<file path="src/rtl/game_pkg.sv">
// Shared screen/sprite constants and the jump state encoding for the player-motion logic.
package game_pkg;

   localparam int H_RES = 800;
   localparam int V_RES = 600;
   localparam int SPR_W = 48;
   localparam int SPR_H = 64;

   localparam int Y_GROUND_DEF = V_RES - SPR_H;
   localparam int H_LIMIT_DEF  = H_RES - SPR_W;

   typedef enum logic [1:0] {
      ST_GROUND = 2'd0,
      ST_RISE   = 2'd1,
      ST_FALL   = 2'd2
   } jump_state_e;

   // Falling speed after one frame of gravity, saturated at the terminal velocity.
   function automatic logic [5:0] fall_vel(input logic [5:0] vel,
                                           input logic [5:0] grav,
                                           input logic [5:0] vmax);
      logic [6:0] sum;
      sum = {1'b0, vel} + {1'b0, grav};
      if (sum > {1'b0, vmax}) begin
         return vmax;
      end else begin
         return sum[5:0];
      end
   endfunction

endpackage

</file>
<file path="src/rtl/frame_tick_gen.sv">
// Rising-edge detector on vblnk: a same-cycle update strobe plus a registered one-cycle marker.
module frame_tick_gen (
   input  logic clk,
   input  logic rst,
   input  logic vblnk_i,
   output logic tick_o,
   output logic frame_tick_o
);

   logic vblnk_q;
   logic frame_tick_q;

   assign tick_o       = vblnk_i & ~vblnk_q;
   assign frame_tick_o = frame_tick_q;

   // vblnk history starts high so leaving reset inside blanking does not fire a tick
   always_ff @(posedge clk or posedge rst) begin
      if (rst) begin
         vblnk_q      <= 1'b1;
         frame_tick_q <= 1'b0;
      end else begin
         vblnk_q      <= vblnk_i;
         frame_tick_q <= tick_o;
      end
   end

endmodule

</file>
<file path="src/rtl/jump_ctl.sv">
// Player sprite motion: per-frame horizontal stepping plus a GROUND/RISE/FALL jump machine.
module jump_ctl
   import game_pkg::*;
#(
   parameter int X_INIT   = 376,
   parameter int Y_GROUND = Y_GROUND_DEF,
   parameter int H_LIMIT  = H_LIMIT_DEF,
   parameter int H_STEP   = 2,
   parameter int JUMP_V   = 16,
   parameter int GRAVITY  = 1,
   parameter int V_MAX    = 31
) (
   input  logic        clk,
   input  logic        rst,
   input  logic        vblnk,
   input  logic        left,
   input  logic        right,
   input  logic        up,
   input  logic        mouse_left,
   output logic [11:0] x_pos,
   output logic [11:0] y_pos,
   output logic        airborne,
   output logic        frame_tick
);

   jump_state_e        state_q, state_d;
   logic [11:0]        x_q, x_d;
   logic [11:0]        y_q, y_d;
   logic [5:0]         vel_q, vel_d;
   logic               armed_q, armed_d;
   logic               airborne_q;

   logic               tick_s;
   logic               jreq_s;
   logic [5:0]         rise_vel_s;
   logic signed [12:0] y_rise_s;
   logic               rise_hit_s;
   logic               rise_done_s;
   logic [11:0]        rise_y_s;
   logic [5:0]         fall_vel_s;
   logic [12:0]        y_fall_s;

   frame_tick_gen u_tick (
      .clk          (clk),
      .rst          (rst),
      .vblnk_i      (vblnk),
      .tick_o       (tick_s),
      .frame_tick_o (frame_tick)
   );

   assign x_pos    = x_q;
   assign y_pos    = y_q;
   assign airborne = airborne_q;

   // A launch frame already moves the sprite up by the full launch velocity
   assign jreq_s      = up | mouse_left;
   assign rise_vel_s  = (state_q == ST_GROUND) ? 6'(JUMP_V) : vel_q;
   assign y_rise_s    = $signed({1'b0, y_q}) - $signed({7'd0, rise_vel_s});
   assign rise_hit_s  = (y_rise_s <= 13'sd0);
   assign rise_y_s    = rise_hit_s ? 12'd0 : y_rise_s[11:0];
   assign rise_done_s = (rise_vel_s <= 6'(GRAVITY)) | rise_hit_s;
   assign fall_vel_s  = fall_vel(vel_q, 6'(GRAVITY), 6'(V_MAX));
   assign y_fall_s    = {1'b0, y_q} + {7'd0, fall_vel_s};

   always_comb begin
      x_d     = x_q;
      y_d     = y_q;
      vel_d   = vel_q;
      state_d = state_q;
      armed_d = armed_q;
      if (tick_s) begin
         if (left & ~right) begin
            if (x_q < 12'(H_STEP)) begin
               x_d = 12'd0;
            end else begin
               x_d = x_q - 12'(H_STEP);
            end
         end else if (right & ~left) begin
            if (({1'b0, x_q} + 13'(H_STEP)) > 13'(H_LIMIT)) begin
               x_d = 12'(H_LIMIT);
            end else begin
               x_d = x_q + 12'(H_STEP);
            end
         end else begin
            x_d = x_q;
         end

         if (!jreq_s) begin
            armed_d = 1'b1;
         end else begin
            armed_d = armed_q;
         end

         case (state_q)
            ST_GROUND: begin
               if (jreq_s & armed_q) begin
                  armed_d = 1'b0;
                  y_d     = rise_y_s;
                  if (rise_done_s) begin
                     vel_d   = 6'd0;
                     state_d = ST_FALL;
                  end else begin
                     vel_d   = rise_vel_s - 6'(GRAVITY);
                     state_d = ST_RISE;
                  end
               end else begin
                  y_d = 12'(Y_GROUND);
               end
            end
            ST_RISE: begin
               y_d = rise_y_s;
               if (rise_done_s) begin
                  vel_d   = 6'd0;
                  state_d = ST_FALL;
               end else begin
                  vel_d   = rise_vel_s - 6'(GRAVITY);
                  state_d = ST_RISE;
               end
            end
            ST_FALL: begin
               if (y_fall_s >= 13'(Y_GROUND)) begin
                  y_d     = 12'(Y_GROUND);
                  vel_d   = 6'd0;
                  state_d = ST_GROUND;
               end else begin
                  y_d     = y_fall_s[11:0];
                  vel_d   = fall_vel_s;
                  state_d = ST_FALL;
               end
            end
            default: begin
               y_d     = 12'(Y_GROUND);
               vel_d   = 6'd0;
               state_d = ST_GROUND;
            end
         endcase
      end else begin
         state_d = state_q;
      end
   end

   always_ff @(posedge clk or posedge rst) begin
      if (rst) begin
         state_q    <= ST_GROUND;
         x_q        <= 12'(X_INIT);
         y_q        <= 12'(Y_GROUND);
         vel_q      <= 6'd0;
         armed_q    <= 1'b1;
         airborne_q <= 1'b0;
      end else begin
         state_q    <= state_d;
         x_q        <= x_d;
         y_q        <= y_d;
         vel_q      <= vel_d;
         armed_q    <= armed_d;
         airborne_q <= (state_d != ST_GROUND);
      end
   end

endmodule

</file>
<file path="config.mk">
export PLATFORM = sky130hd
export DESIGN_NAME = jump_ctl
export DESIGN_NICKNAME = d
export VERILOG_FILES = /design/src/rtl/game_pkg.sv /design/src/rtl/frame_tick_gen.sv /design/src/rtl/jump_ctl.sv
export SDC_FILE = /design/constraint.sdc
export NUM_CORES = 1
export LEC_CHECK = 0
export BUFFER_PORTS_ARGS = -buffer_cell sky130_fd_sc_hd__clkbuf_2
export CORE_UTILIZATION = 60
export DETAILED_ROUTE_END_ITERATION = 10
export GPL_ROUTABILITY_DRIVEN = 0
export PLACE_DENSITY_LB_ADDON = 0.2
export REMOVE_ABC_BUFFERS = 1
export SLEW_MARGIN = 0
export SYNTH_ARGS = -nofsm -noshare
export SYNTH_HDL_FRONTEND = slang
export SYNTH_HIERARCHICAL = 1
export SYNTH_SLANG_ARGS = --single-unit
</file>
<file path="constraint.sdc">
create_clock -name clk -period 4.5 [get_ports clk]
set_clock_uncertainty 0.2 [all_clocks]
set_input_delay 0.675 -clock clk [delete_from_list [all_inputs] [get_ports clk]]
set_output_delay 0.675 -clock clk [all_outputs]
set_load 0.05 [all_outputs]
</file>
==> results by group <==
Final layout
  – Nets: 476
  – Diode count: 0
  – Register area: 888 um^2
  – Multi-input gate area in the final layout: 2330 um^2
  – Layout Utilization: 67.0%
  – Area growth syn-to-layout: 7.20%
  – Layout cell share with drive strength beyond 1: 15.8%
  – Filler cells: 479

Synthesis
  – Netlist cell types: 73
  – Top_reg_cell synth: dfrtp_1
  – Synth top area share: 18.2%
  – Synthesized cell area: 3440 um^2
  – EDFF count, synth: 0
  – Synth Area in Adders: 8.07%
  – Sequential share of the synthesized area: 25.8%
  – FF+latch count, synth: 35
  – Simple-Gate Fraction of Synth Area: 26.7%
  – Average cell area after synthesis: 7.91 um^2
  – Mux contribution to synthesized area: 1.82%
  – Largest family of logic cells by synthesized area: compound AO/OA/AOI/OAI gates
  – Share of flip-flops with an asynchronous set or reset: 100%
  – Mapped Cells: 435
  – Xor-xnor portion of the synthesized cell area: 3.56%
  – Largest area contributor in the netlist: dfrtp_1
  – Yosys warns: 6
  – Most common cell in the netlist: nand2_1
  – Post-synth top cells: 47 x nand2_1, 37 x nor2_1, 25 x dfrtp_1, 25 x inv_1, 21 x o21ai_0
  – Complex-gate fraction of the synthesized area: 27.2%
  – Largest cells by area after synthesis: dfrtp_1 18%, dfstp_2 7.6%, ha_1 6.9%

Placed design
  – I/O Buffers: 31
  – HPWL Detailed: 6840 um

Outcome
  – Status: completed

GRT
  – First-pass GRT wire length: 15500 um
  – Largest net degree at the start of global routing: 34
  – Tot GR Track Use: 32.3%
  – Antenna violations before repair: 0
  – Vias in the first global route: 3204
  – Gr ovfl total: 0

Clocking
  – Clock Sink Count: 35
  – Hold-fix buffers at CTS: 0
  – Clk pin slew, worst setup/hold paths: 80 ps
  – Htree depth: 2
  – CTS Buffer Depth: 2
  – Clock buffer count from CTS: 5
  – Clk_lat worst skew: 290 ps
  – Post_cts resized: 0
  – Root Buffer: clkbuf_8
  – Postcts setup bufs: 0
  – CTS tree: built

Drt
  – Routed WL per cell: 17.8 um
  – Antenna violation net count after detailed routing: 0
  – Vias/cell: 6.62
  – Routed wire length: 9270 um
  – Starting DRC count in detailed routing: 243
  – DRC: 0
  – Via count: 3449
  – DRT Pass-1 Iters: 5

STA
  – Worst Tran Pin Value: 735 ps
  – Hold Vio Cnt, Final: 0
  – Pins Over Slew Limit: 0
  – Slew HR: 50.8%
  – Setup total negative slack: 0 ps
  – RSZ-0062 raised after global routing: no
  – Min cycle time layout: 4260 ps
  – Period utilisation layout: 94.6%
  – Max Fclk: 235 MHz
  – Number of setup violations in the final report: 0

Hold path
  – Worst hold path type: in2async

Floorplan
  – Core Area: 5510 um^2
  – Rows: 27
  – Initial core utilization: 62.5%
  – Die area: 6040 um^2
  – Top Ports: 33
  – Width of the chip: 77.7 um
  – Die Height: 77.7 um

Critical path
  – CP required: 4510 ps
  – Crit path arrival time: 4270 ps
  – Crit Path Class: reg2reg
  – R2R depth: 16
  – Crit start category: flip-flop
  – Critical-path maximum fanout: 9
  – Critical Path Sink Type: flip-flop

Run
  – Maxcap violations: 0
[flip-flops by register name (all words and copies together) (netlist names)]
register / count
airborne: 1
armed_q: 1
state_q: 2
u_tick/frame_tick_o: 1
u_tick/vblnk_q: 1
vel_q: 6
x_pos: 11
y_pos: 12
[cell usage in the layout (no fill, tap or decap), types with 5 or more instances in the layout]
master	count
o221ai_1	10
nor2b_1	10
a31oi_1	8
nand4_1	5
dfstp_2	10
dfrtp_1	25
or2_2	6
clkbuf_2	31
nor2_1	37
and2_1	8
xor2_1	10
o21a_1	5
a21o_1	5
o21ai_0	21
nand3_1	20
nor3_1	9
o22ai_1	5
o211ai_1	6
a21oi_1	18
inv_1	25
ha_1	19
clkbuf_8	6
nand2_1	47
[per-stage QoR]
| step | setup slack [ps] | hold slack [ps] | cells | instance area (um^2) |
|---|---|---|---|---|
| after floorplan | 561 | 215 | 408 | 3310 |
| after global placement | 396 | 280 | 513 | 3570 |
| after detailed placement | 180 | 296 | 513 | 3570 |
| after CTS | 143 | 23.9 | 521 | 3680 |
| after global routing | 40.6 | 25.7 | 521 | 3690 |
| final | 244 | 21.6 | 521 | 3690 |
[path summary, 6_finish.rpt]
kind / startpoint / end / slack [ps]
worst min-delay path: rst / u_tick/frame_tick_o / 20
worst max-delay path: vel_q[1] / vel_q[2] / 240
max in group asynchronous: rst / x_pos[5] / 3490
min in group clk: vblnk / u_tick/vblnk_q / 280
worst min register to register: armed_q / armed_q / 300
worst max register to register: vel_q[1] / vel_q[2] / 240
[critical path, stage by stage (launching register included)]
cell,delay (ps)
dfrtp_1,450
ha_1,240
nor2b_1,150
o21ai_0,110
a21oi_1,200
nand2_1,70
a22o_1,240
and2_1,190
inv_1,100
ha_1,260
a21oi_2,200
o2111ai_1,210
or4_4,560
a211oi_2,340
and2b_2,330
nand2_8,110
o221ai_1,200
[kinds of logic after synthesis]
family,after synthesis
buf+inv,53
flops,35
other cells,1
compound gates,130
fa+ha+maj,21
xor+xnor,14
mux,6
simple gates,175
[routing by layer]
metal | track usage (%) | share of wire [%]
met1 | 42.0 | 41
met2 | 54.6 | 49
met3 | 3.88 | 7.1
met4 | 12.5 | 2.8
met5 | 0 | 0
[final cells by class]
class / count / share of cell area, %
clock buffers: 6 / 2.24
clock inverters: 2 / 0.950
inverters: 25 / 2.54
multi-input cells: 348 / 63.1
flip-flops and latches: 35 / 24.1
well taps: 72 / 2.44
repair buffers: 33 / 4.61
Power is left out: the tool's default activity adds up to more than one toggle a clock period on the data nets, which glitch-free logic cannot reach.
